**config.mk**
```make
export PLATFORM = sky130hd
export DESIGN_NAME = rr_mux2
export DESIGN_NICKNAME = d
export VERILOG_FILES = /design/src/rtl/rr_mux2_pkg.sv /design/src/rtl/rr_arb2.sv /design/src/rtl/rr_mux2.sv
export SDC_FILE = /design/constraint.sdc
export NUM_CORES = 1
export LEC_CHECK = 0
export ABC_CLOCK_PERIOD_IN_PS = 1600
export BUFFER_PORTS_ARGS = -buffer_cell sky130_fd_sc_hd__buf_2
export CORE_AREA = 5 5 46 48
export DETAILED_ROUTE_END_ITERATION = 12
export DIE_AREA = 0 0 51 53
export PLACE_DENSITY = 0.76
export SETUP_SLACK_MARGIN = 0.02
export SLEW_MARGIN = 20
export SYNTH_ARGS = -nofsm -noshare
export SYNTH_HDL_FRONTEND = slang
export SYNTH_SLANG_ARGS = --single-unit
export TNS_END_PERCENT = 1
```
**constraint.sdc**
```tcl
create_clock -name clk -period 1.6 [get_ports clk]
set_input_delay 0.08 -clock clk [delete_from_list [all_inputs] [get_ports clk]]
set_output_delay 0.08 -clock clk [all_outputs]
set_load 0.02 [all_outputs]
```
**src/rtl/rr_mux2_pkg.sv**
```systemverilog
// Shared types for the two-input round-robin stream merger.
// The select encoding matches the 1-to-2 demux, so out_sel can steer it directly.
package rr_mux2_pkg;

   typedef enum logic {
      SEL_IN1 = 1'b0,
      SEL_IN2 = 1'b1
   } sel_t;

   // Starting with in2 as "last served" makes in1 win the first tie after reset.
   localparam sel_t SEL_RESET = SEL_IN2;

endpackage

```
**src/rtl/rr_arb2.sv**
```systemverilog
// Two-requester round-robin arbiter.
// Priority only rotates when a grant is actually taken (advance), never on idle cycles.
module rr_arb2
   import rr_mux2_pkg::*;
(
   input  logic clk,
   input  logic rst,
   input  logic req1,
   input  logic req2,
   input  logic advance,
   output logic gnt1,
   output logic gnt2
);

   sel_t last_sel;

   // A lone requester always wins; on a tie the one not served last wins.
   always_comb begin
      gnt1 = req1 && (!req2 || (last_sel == SEL_IN2));
      gnt2 = req2 && (!req1 || (last_sel == SEL_IN1));
   end

   always_ff @(posedge clk) begin
      if (rst) begin
         last_sel <= SEL_RESET;
      end else if (advance) begin
         last_sel <= gnt2 ? SEL_IN2 : SEL_IN1;
      end
   end

endmodule

```
**src/rtl/rr_mux2.sv**
```systemverilog
// Merges two valid/ready streams onto one registered output, tagged with its source.
// Ready is combinational so a stalled output register drains and reloads on the same edge.
module rr_mux2
   import rr_mux2_pkg::*;
#(
   parameter int WIDTH = 8
) (
   input  logic             clk,
   input  logic             rst,
   input  logic             in1_valid,
   output logic             in1_ready,
   input  logic [WIDTH-1:0] in1_data,
   input  logic             in2_valid,
   output logic             in2_ready,
   input  logic [WIDTH-1:0] in2_data,
   output logic             out_valid,
   input  logic             out_ready,
   output logic [WIDTH-1:0] out_data,
   output logic             out_sel
);

   logic load;
   logic gnt1;
   logic gnt2;
   sel_t sel_q;

   assign load      = !out_valid || out_ready;
   assign in1_ready = load && gnt1 && !rst;
   assign in2_ready = load && gnt2 && !rst;
   assign out_sel   = sel_q;

   rr_arb2 u_arb (
      .clk     (clk),
      .rst     (rst),
      .req1    (in1_valid),
      .req2    (in2_valid),
      .advance (in1_ready || in2_ready),
      .gnt1    (gnt1),
      .gnt2    (gnt2)
   );

   always_ff @(posedge clk) begin
      if (rst) begin
         out_valid <= 1'b0;
         out_data  <= '0;
         sel_q     <= SEL_IN1;
      end else if (in1_ready) begin
         out_valid <= 1'b1;
         out_data  <= in1_data;
         sel_q     <= SEL_IN1;
      end else if (in2_ready) begin
         out_valid <= 1'b1;
         out_data  <= in2_data;
         sel_q     <= SEL_IN2;
      end else if (out_ready) begin
         out_valid <= 1'b0;
      end
   end

endmodule

```
Word-level counts from Yosys, hierarchy flattened
Index checks and enable logic that the tools add are counted.
{"block": "op_classes", "bitwise": 1, "n_reduce_logical": 17, "muxes": 6}
{"operator": "$mux 8", "n": 2}
{"operator": "$logic_and 1x1->1", "n": 6}
{"operator": "$logic_not 1->1", "n": 4}
{"operator": "$logic_or 1x1->1", "n": 4}
{"operator": "$mux 1", "n": 4}
{"operator": "$reduce_bool 3->1", "n": 1}
{"operator": "$reduce_bool 2->1", "n": 1}
{"operator": "$reduce_or 2->1", "n": 1}
{"operator": "$not 1->1", "n": 1}
{"block": "totals", "word_cells": 28, "out_inout_bits": 12, "ff_bits": 11}

Logic depth before layout (Yosys ltp)
Gate-level depths: netlist of the first run.
{"block": "depth", "depth_word": 7, "ltp_mapped": 5, "depth_no_buf": 3}

Modules after synthesis
Synthesis of the first run repeated with hierarchy kept, for this count alone.
{"block": "unflattened", "cells_unflattened": 67, "area_unflattened_um2": 566.8}
{"mod": "rr_mux2", "cells_per_inst": 61, "seq_area_each_um2": 200.2, "n_inst": 1, "area_per_inst_um2": 513.0}
{"mod": "rr_arb2", "cells_per_inst": 6, "seq_area_each_um2": 20.0, "n_inst": 1, "area_per_inst_um2": 53.8}

Least setup slack after synthesis of the first run
OpenSTA, ideal clock, no wires.
{"block": "synth_timing", "path_type": "flip-flop to flip-flop", "startpoint": "register out_valid", "endpoint": "register u_arb.last_sel", "required_time_ns": 1.440, "stages_incl_launch_ff": 6, "setup_slack_ns": -0.264, "t_arrival_ns": 1.704, "setup_time_ns": 0.160, "synth_period_minus_slack_ns": 1.864, "path_buffers": 2, "cell_sequence": "dfxtp_1 nor2b_1 buf_6 clkbuf_8 nor4_1 o21ai_0"}
{"block": "synth_via", "elab_chain_len": 5}
{"item": "start, declared", "line": "rr_mux2.sv:16", "rtl": "output logic out_valid,"}
{"item": "start signal, assigned", "line": "rr_mux2.sv:44", "rtl": "out_valid <= 1'b0;"}
{"item": "start signal, assigned", "line": "rr_mux2.sv:48", "rtl": "out_valid <= 1'b1;"}
{"item": "start signal, assigned", "line": "rr_mux2.sv:52", "rtl": "out_valid <= 1'b1;"}
{"item": "$logic_not 1->1", "line": "rr_mux2.sv:27", "rtl": "assign load = !out_valid || out_ready;"}
{"item": "$logic_or 1x1->1", "line": "rr_mux2.sv:27"}
{"item": "$logic_and 1x1->1 (2 in series)", "line": "rr_mux2.sv:28", "rtl": "assign in1_ready = load && gnt1 && !rst;"}
{"item": "named net in1_ready", "line": "rr_mux2.sv:11", "rtl": "output logic in1_ready,"}
{"item": "$logic_or 1x1->1", "line": "rr_mux2.sv:37", "rtl": ".advance (in1_ready || in2_ready),"}
{"item": "end signal, assigned", "line": "rr_arb2.sv:27", "rtl": "last_sel <= gnt2 ? SEL_IN2 : SEL_IN1;"}
{"item": "end, declared", "line": "rr_arb2.sv:15", "rtl": "sel_t last_sel;"}
The timed path passes the listed nets, and every way through them passes these cells.
A chain may end at the register's enable or synchronous reset.

Worst setup path in the final report of the first run
{"block": "layout_timing", "startpoint": "register out_valid", "endpoint": "output in1_ready"}
{"block": "layout_via", "elab_chain_len": 4}
{"item": "$logic_not 1->1", "line": "rr_mux2.sv:27"}
{"item": "$logic_or 1x1->1", "line": "rr_mux2.sv:27"}
{"item": "$logic_and 1x1->1 (2 in series)", "line": "rr_mux2.sv:28"}
{"item": "end, declared", "line": "rr_mux2.sv:11"}
No other way between the ends.

==> results of run 1 <==
final cells by class:
| cell class | count | area [µm²] | share of cell area (%) |
|---|---|---|---|
| well taps | 17 | 21.3 | 2.46 |
| clock buffers | 4 | 26.3 | 3.04 |
| multi-input cells | 54 | 398 | 46.1 |
| flip-flops and latches | 11 | 220 | 25.5 |
| inverters | 2 | 7.51 | 0.870 |
| repair buffers | 36 | 190 | 22.0 |
kinds of logic after synthesis:
logic type	after synthesis	share of synthesized area, %
buf+inv	12	17.6
simple gates	25	21.4
compound gates	29	30.4
flops	11	30.6
layout by cell type (no fill, tap or decap), types with 2 or more instances in the layout:
| cell | count |
|---|---|
| a31oi_1 | 9 |
| clkbuf_4 | 3 |
| o41ai_1 | 8 |
| o21ai_0 | 2 |
| buf_4 | 4 |
| dfxtp_1 | 11 |
| nor2b_4 | 2 |
| nand2_1 | 9 |
| a311oi_1 | 8 |
| or4_1 | 8 |
| buf_2 | 32 |
routing by layer:
layer | up-vias | GRT usage, % | part of all wire, %
li1 | 371 | - | -
met1 | 319 | 14.0 | 41
met2 | 37 | 21.9 | 46
met3 | 2 | 3.10 | 11
met4 | 0 | 10.3 | 1.5
met5 | - | 0 | 0
state kept, by name, summed over array words and instances, names as in the netlist:
signal and cells:
out_data 8, out_sel 1, out_valid 1, u_arb.last_sel 1
path summary, 6_finish.rpt:
kind / from / endpoint / cells past startpoint
max reg2reg: u_arb.last_sel / out_data[0] / 3
min: in2_data[4] / out_data[4] / 3
min reg2reg: out_sel / out_sel / 2
max: out_valid / in1_ready / 4
power by group through the flow:
stage	logic, mW	registers [mW]	clock network [mW]
global placement	0.188	0.313	0
global route	0.211	0.311	0.204
floorplan	0.118	0.339	0
CTS	0.194	0.308	0.193
detailed placement	0.191	0.314	0
finish	0.195	0.308	0.186
worst max-delay path, stage by stage, from the launching register on:
cell and delay, ns:
dfxtp_1 0.33, nor2b_4 0.34, buf_4 0.20, nor4_4 0.04, buf_2 0.17
==> results.yml, run 1 <==
run_status:
  status: "complete, no violations"
yosys:
  synth_edf_count: 0
  synth_common_cells: "11 x dfxtp_1, 9 x a31oi_1, 9 x nand2_1"
  ys_types: 23
  synth_top_area_share_pct: 30.6
  yosysSeqAreaShare_pct: 30.6
  syn_area_per_cell_um2: 9.34
  ys_async_sr_fraction_pct: 0
  syn_inst: 77
  ys.flop_type: "dfxtp_1"
  synth_area_leaders: "dfxtp_1 31%, a311oi_1 9.7%, o41ai_1 9.7%"
  syn_nets: 98
  synth_most_common_cell: "dfxtp_1"
  netlist_area_um2: 719
  yosysWarningCount: 0
  synth_area_leader_cell: "dfxtp_1"
  ys_ff_latch: 11
setup_path:
  crit_path_end_kind: "primary output"
  cp_max_fo: 17
  startpoint_type: "flip-flop"
  timing_worst_setup_path_type: "flip-flop to primary output"
  cp_data_required_time_ns: 1.52
  cp.arrival_ns: 1.35
  rrSetupSlack_ns: 0.19
timing:
  finalSetupViolations: 0
  grt_setup_unrepaired: "no"
  finalCritPeriodShare_pct: 89.4
  max_freq_ghz: 0.699
  skew_ns: 0.00525
  holdWs_ns: 0.0752
  slew_headroom_pct: 71.4
  hold_viol_final: 0
  tns_ns: 0
  min_period_ns: 1.43
  finalWorstSetupSlack_ns: 0.170
  slew_violations: 0
  tightest_slew_ns: 0.429
placement:
  hpwl_mm: 1.30
  gp_congestion: 0.736
  dpl_worst_slack_ns: -0.195
  dp.cells: 120
  placed_area_um2: 827
  port_buffers: 32
cells_and_area:
  fillers: 172
  finalNonFillerCells: 124
  final_area_um2: 863
  diodes: 0
  layout-drive-gt1-share_pct: 42.1
  nNetsFinal: 129
  area_growth_pct: 20.0
  final_util_pct: 51.7
clocking:
  clockBufferDepth: 2
  cts-root-buf: "clkbuf_4"
  tritoncts: "built"
  h-tree-depth: 1
  postCtsSetupBuffers: 0
  cts-resized-gates: 2
  cts_sinks: 11
  ctsHoldBuffers: 0
  cts-buffers-inserted: 3
  clock_latency_ns: 0.26
  cts.clk_slew.worst_paths_ns: 0.07
power:
  p_int_mw: 0.474
  switching_share_pct: 31.1
  p_switching_mw: 0.214
  power_frac_comb_pct: 28.3
  vdd_drop_max_v: 0.000346
  power_mw: 0.688
  powerDensity_nw_per_um2: 797
  leakage_nw: 0.367
  seq_power_share_pct: 44.7
  p_clk_share_pct: 27.0
grt:
  grt_pass1_vias: 631
  gr-total-overflow: 0
  grt_use_total_pct: 13.0
  grt_antenna_before_repair: 0
  grt_pass1_wl_mm: 2.64
  grt_max_degree: 28
hold_path:
  hold_path.class: "input port to flip-flop"
run:
  drv_cap: 0
detailed_routing:
  ant_nets: 0
  routed_via_density: 5.88
  wirelength_mm: 1.77
  drt_iter0_drc: 17
  wl_per_cell_um: 14.3
  via_count: 729
  drc: 0
  drt-pass1-iter-count: 4
floorplanning:
  die-area_um2: 2700
  io_pins: 33
  die_width_um: 51
  fp.dieH_um: 53
  rows: 15
  core_um2: 1670
  start_util_pct: 43.1
Note: power is estimated with default switching activity, not from simulation.
==> run 2, diff against run 1 <==
--- a/config.mk
+++ b/config.mk
@@ -7,10 +7,12 @@
 export LEC_CHECK = 0
 export ABC_CLOCK_PERIOD_IN_PS = 1600
 export BUFFER_PORTS_ARGS = -buffer_cell sky130_fd_sc_hd__buf_2
-export CORE_AREA = 5 5 46 48
+export CELL_PAD_IN_SITES_DETAIL_PLACEMENT = 0
+export CELL_PAD_IN_SITES_GLOBAL_PLACEMENT = 2
+export CORE_AREA = 5 5 60 62
 export DETAILED_ROUTE_END_ITERATION = 12
-export DIE_AREA = 0 0 51 53
-export PLACE_DENSITY = 0.76
+export DIE_AREA = 0 0 65 67
+export PLACE_DENSITY_LB_ADDON = 0.1
 export SETUP_SLACK_MARGIN = 0.02
 export SLEW_MARGIN = 20
 export SYNTH_ARGS = -nofsm -noshare
==> results.yml, run 2 (same netlist as run 1, synthesis figures left out) <==
run_status:
  status: "complete, no violations"
timing:
  skew_ns: 0.00635
  grt_setup_unrepaired: "no"
  finalSetupViolations: 0
  finalWorstSetupSlack_ns: 0.122
  slew_headroom_pct: 73.8
  min_period_ns: 1.48
  tightest_slew_ns: 0.392
  hold_viol_final: 0
  finalCritPeriodShare_pct: 92.4
  slew_violations: 0
  max_freq_ghz: 0.676
grt:
  grt_antenna_before_repair: 0
  grt_use_total_pct: 11.7
  grt_pass1_vias: 748
  grt_pass1_wl_mm: 3.80
  grt_max_degree: 25
  gr-total-overflow: 0
cells_and_area:
  area_growth_pct: 27.0
  final_util_pct: 30.7
  final_cell_mix: "32 x buf_2, 11 x dfxtp_1, 9 x nand2_1, 9 x a31oi_1"
  largest-register: "out_data"
  final_common_cell: "buf_2"
  final_area_um2: 913
  nNetsFinal: 133
  layout-drive-gt1-share_pct: 44.1
  fillers: 345
  diodes: 0
  largest_register_ffs: 8
floorplanning:
  fp.dieH_um: 67
  die-area_um2: 4360
  rows: 20
  die_width_um: 65
  start_util_pct: 24.2
  core_um2: 2980
  io_pins: 33
placement:
  hpwl_mm: 1.69
  placed_area_um2: 877
  dpl_worst_slack_ns: -0.117
  port_buffers: 32
  gp_congestion: 0.712
setup_path:
  startpoint_type: "flip-flop"
  timing_worst_setup_path_type: "flip-flop to primary output"
  crit_path_end_kind: "primary output"
  cp_max_fo: 7
  cp.arrival_ns: 1.40
  cp_data_required_time_ns: 1.52
detailed_routing:
  wirelength_mm: 2.28
  drc: 0
  routed_via_density: 5.35
  drt-pass1-iter-count: 2
  drt_iter0_drc: 21
  wl_per_cell_um: 15.9
  ant_nets: 0
  via_count: 770
clocking:
  cts_sinks: 11
  tritoncts: "built"
  ctsHoldBuffers: 0
  cts-root-buf: "clkbuf_4"
  cts-buffers-inserted: 3
  clockBufferDepth: 2
  h-tree-depth: 1
  cts.clk_slew.worst_paths_ns: 0.08
  clock_latency_ns: 0.29
power:
  leakage_nw: 0.386
  power_mw: 0.726
  powerDensity_nw_per_um2: 795
  vdd_drop_max_v: 0.000285
run:
  drv_cap: 0
hold_path:
  hold_path.class: "input port to flip-flop"
-- run 2: layout make-up --
type                    count  area [µm²]  share of cell area, %
well taps                  33        41.3                   4.52
multi-input cells          54         398                   43.6
flip-flops and latches     11         220                   24.1
clock buffers               4        26.3                   2.88
repair buffers             40         220                   24.1
inverters                   2        7.51                  0.822
-- run 2: timing repair --
item,CTS,global route
setup buffers,0,0
endpoints found under the setup margin,7,0
resized for setup,3,0
-- run 2: metal layers --
layer / vias to the layer above / wire (µm) / GRT usage [%]
met1: 354 / 1100 / 14.4
met3: 6 / 179 / 5.23
met2: 24 / 978 / 17.9
li1: 386 / - / -
met5: - / 0 / 0
met4: 0 / 30 / 3.96
-- run 2: where the power goes --
part	internal [mW]	total, mW	switching, mW	leakage (nW)
Combinational	0.0884	0.208	0.120	0.280
Clock	0.0970	0.211	0.114	0.0150
Sequential	0.296	0.307	0.0112	0.0911
Total	0.481	0.726	0.245	0.386
-- run 2: through the flow --
step	setup TNS [ns]	hold slack [ns]	instances
2_1_floorplan	0	0.230	77
3_3_place_gp	-0.161	0.367	140
3_5_place_dp	-0.293	0.365	140
4_1_cts	0	0.0664	144
5_1_grt	0	0.0767	144
6_report	0	0.0655	144
-- run 2: critical path, cell delays in order, from the launching register on --
cell and delay, ns:
dfxtp_1 0.32, buf_4 0.13, nand2b_2 0.15, buf_4 0.17
and4_1 0.18, buf_2 0.16
-- run 2: final timing paths --
| kind | depth (start not counted) | slack [ns] | start | to |
|---|---|---|---|---|
| worst max register to register | 3 | 0.20 | u_arb.last_sel | out_data[0] |
| worst min-delay path | 3 | 0.07 | in2_data[2] | out_data[2] |
| worst max-delay path | 5 | 0.12 | out_valid | in2_ready |
| worst min register to register | 2 | 0.49 | out_sel | out_sel |
==> run 3, diff against run 2 <==
--- a/config.mk
+++ b/config.mk
@@ -9,9 +9,9 @@
 export BUFFER_PORTS_ARGS = -buffer_cell sky130_fd_sc_hd__buf_2
 export CELL_PAD_IN_SITES_DETAIL_PLACEMENT = 0
 export CELL_PAD_IN_SITES_GLOBAL_PLACEMENT = 2
-export CORE_AREA = 5 5 60 62
+export CORE_AREA = 2 2 57 59
 export DETAILED_ROUTE_END_ITERATION = 12
-export DIE_AREA = 0 0 65 67
+export DIE_AREA = 0 0 59 61
 export PLACE_DENSITY_LB_ADDON = 0.1
 export SETUP_SLACK_MARGIN = 0.02
 export SLEW_MARGIN = 20
==> results.yml, run 3 (same netlist as run 1, synthesis figures left out) <==
run_status:
  status: "complete, no violations"
power:
  power_mw: 0.707
  leakage_nw: 0.380
  powerDensity_nw_per_um2: 782
  vdd_drop_max_v: 0.000192
detailed_routing:
  top_layer_used: "met4"
  drt_iter0_drc: 19
  wl_met1_mm: 1.03
  wirelength_mm: 2.14
  wl_met2_um: 979
  drc: 0
  via_count: 743
  ant_nets: 0
  drt-pass1-iter-count: 4
  routed_via_density: 5.20
  wl_met3_um: 109
  wl_per_cell_um: 15.0
setup_path:
  cp.arrival_ns: 1.38
  cp_max_fo: 17
  startpoint_type: "flip-flop"
  crit_path_end_kind: "primary output"
  crit_end: "in1_ready"
  cp_data_required_time_ns: 1.52
  rrSetupSlack_ns: 0.22
  startpoint: "out_valid"
  reg2reg_depth: 3
  r2r-end: "out_data[0]"
  timing_worst_setup_path_type: "flip-flop to primary output"
  crit-reg2reg-launch: "u_arb.last_sel"
timing:
  skew_ns: 0.00408
  slew_headroom_pct: 70.0
  grt_setup_unrepaired: "no"
  finalSetupViolations: 0
  max_freq_ghz: 0.686
  slew_violations: 0
  finalCritPeriodShare_pct: 91.1
  hold_viol_final: 0
  tightest_slew_ns: 0.450
  min_period_ns: 1.46
grt:
  gr-total-overflow: 0
  grt_max_degree: 28
  grt_pass1_vias: 746
  grt_use_total_pct: 13.6
  grt_pass1_wl_mm: 3.60
  grt_antenna_before_repair: 0
cells_and_area:
  largest-register: "out_data"
  final_cell_mix: "32 x buf_2, 11 x dfxtp_1, 9 x nand2_1, 9 x a31oi_1"
  fillers: 343
  largest_register_ffs: 8
  final_area_um2: 903
  nNetsFinal: 132
  multi_input_area_um2: 395
  register_area_um2: 220
  area_growth_pct: 25.6
  final_common_cell: "buf_2"
  diodes: 0
  layout-drive-gt1-share_pct: 42.7
placement:
  placed_area_um2: 870
  port_buffers: 32
  gp_congestion: 0.678
  hpwl_mm: 1.50
clocking:
  h-tree-depth: 1
  tritoncts: "built"
  cts_sinks: 11
  cts-buffers-inserted: 3
  clockBufferDepth: 2
  cts.clk_slew.worst_paths_ns: 0.08
  cts-root-buf: "clkbuf_4"
  clock_latency_ns: 0.27
hold_path:
  hold_path.class: "input port to flip-flop"
  min_path_cells: 3
run:
  drv_cap: 0
floorplanning:
  core_um2: 2950
  io_pins: 33
  die-area_um2: 3600
  start_util_pct: 24.4
  fp.dieH_um: 61
  rows: 20
  die_width_um: 59
## run 3: cell count changes in the layout (fill, tap and decap cells not counted), sizes merged
cell  delta
buf      -1
## run 3: worst max-delay path, stage by stage, from the launching register on
cell and delay (ns):
dfxtp_1 0.33, nor2b_4 0.35, buf_4 0.20, nor4_4 0.05, buf_2 0.18
## run 3: report_power, final
group	switching, mW	internal, mW	leakage [nW]
logic	0.118	0.0862	0.274
registers	0.0114	0.296	0.0911
clock network	0.0993	0.0964	0.0150
## run 3: per-stage QoR
step	worst slack, ns	setup TNS (ns)	utilization, %	hold slack [ns]	cells
floorplan	0.145	0	-	0.230	77
global placement	-0.204	-0.791	29.4	0.366	139
detailed placement	-0.260	-1.06	29.4	0.363	139
CTS	0.120	0	30.6	0.0682	143
global route	0.0325	0	30.6	0.0845	143
finish	0.142	0	30.6	0.0764	143
## run 3: per-layer routing
metal	up-vias	global-route usage [%]
li1	382	-
met5	-	0
met4	0	6.82
met3	2	1.92
met1	338	17.8
met2	21	21.7
## run 3: worst min-delay path by stage
stage / startpoint / end / slack [ns]
floorplan: in2_valid / out_sel / 0.23
global placement: in2_data[0] / out_data[0] / 0.37
detailed placement: in2_data[6] / out_data[6] / 0.36
CTS: in2_data[3] / out_data[3] / 0.07
global route: in2_data[3] / out_data[3] / 0.08
finish: in2_data[3] / out_data[3] / 0.08
## run 3: timing repair
item | 4_1_cts | 5_1_grt
resized for setup | 2 | 0
setup endpoints to repair | 11 | 0
buffers inserted | 0 | 0
hold buffers | 0 | 0
## run 3: cell type report
type / instances / share of cell area (%)
repair buffers: 39 / 23.5
multi-input cells: 54 / 43.8
flip-flops and latches: 11 / 24.4
inverters: 2 / 0.831
well taps: 33 / 4.57
clock buffers: 4 / 2.91
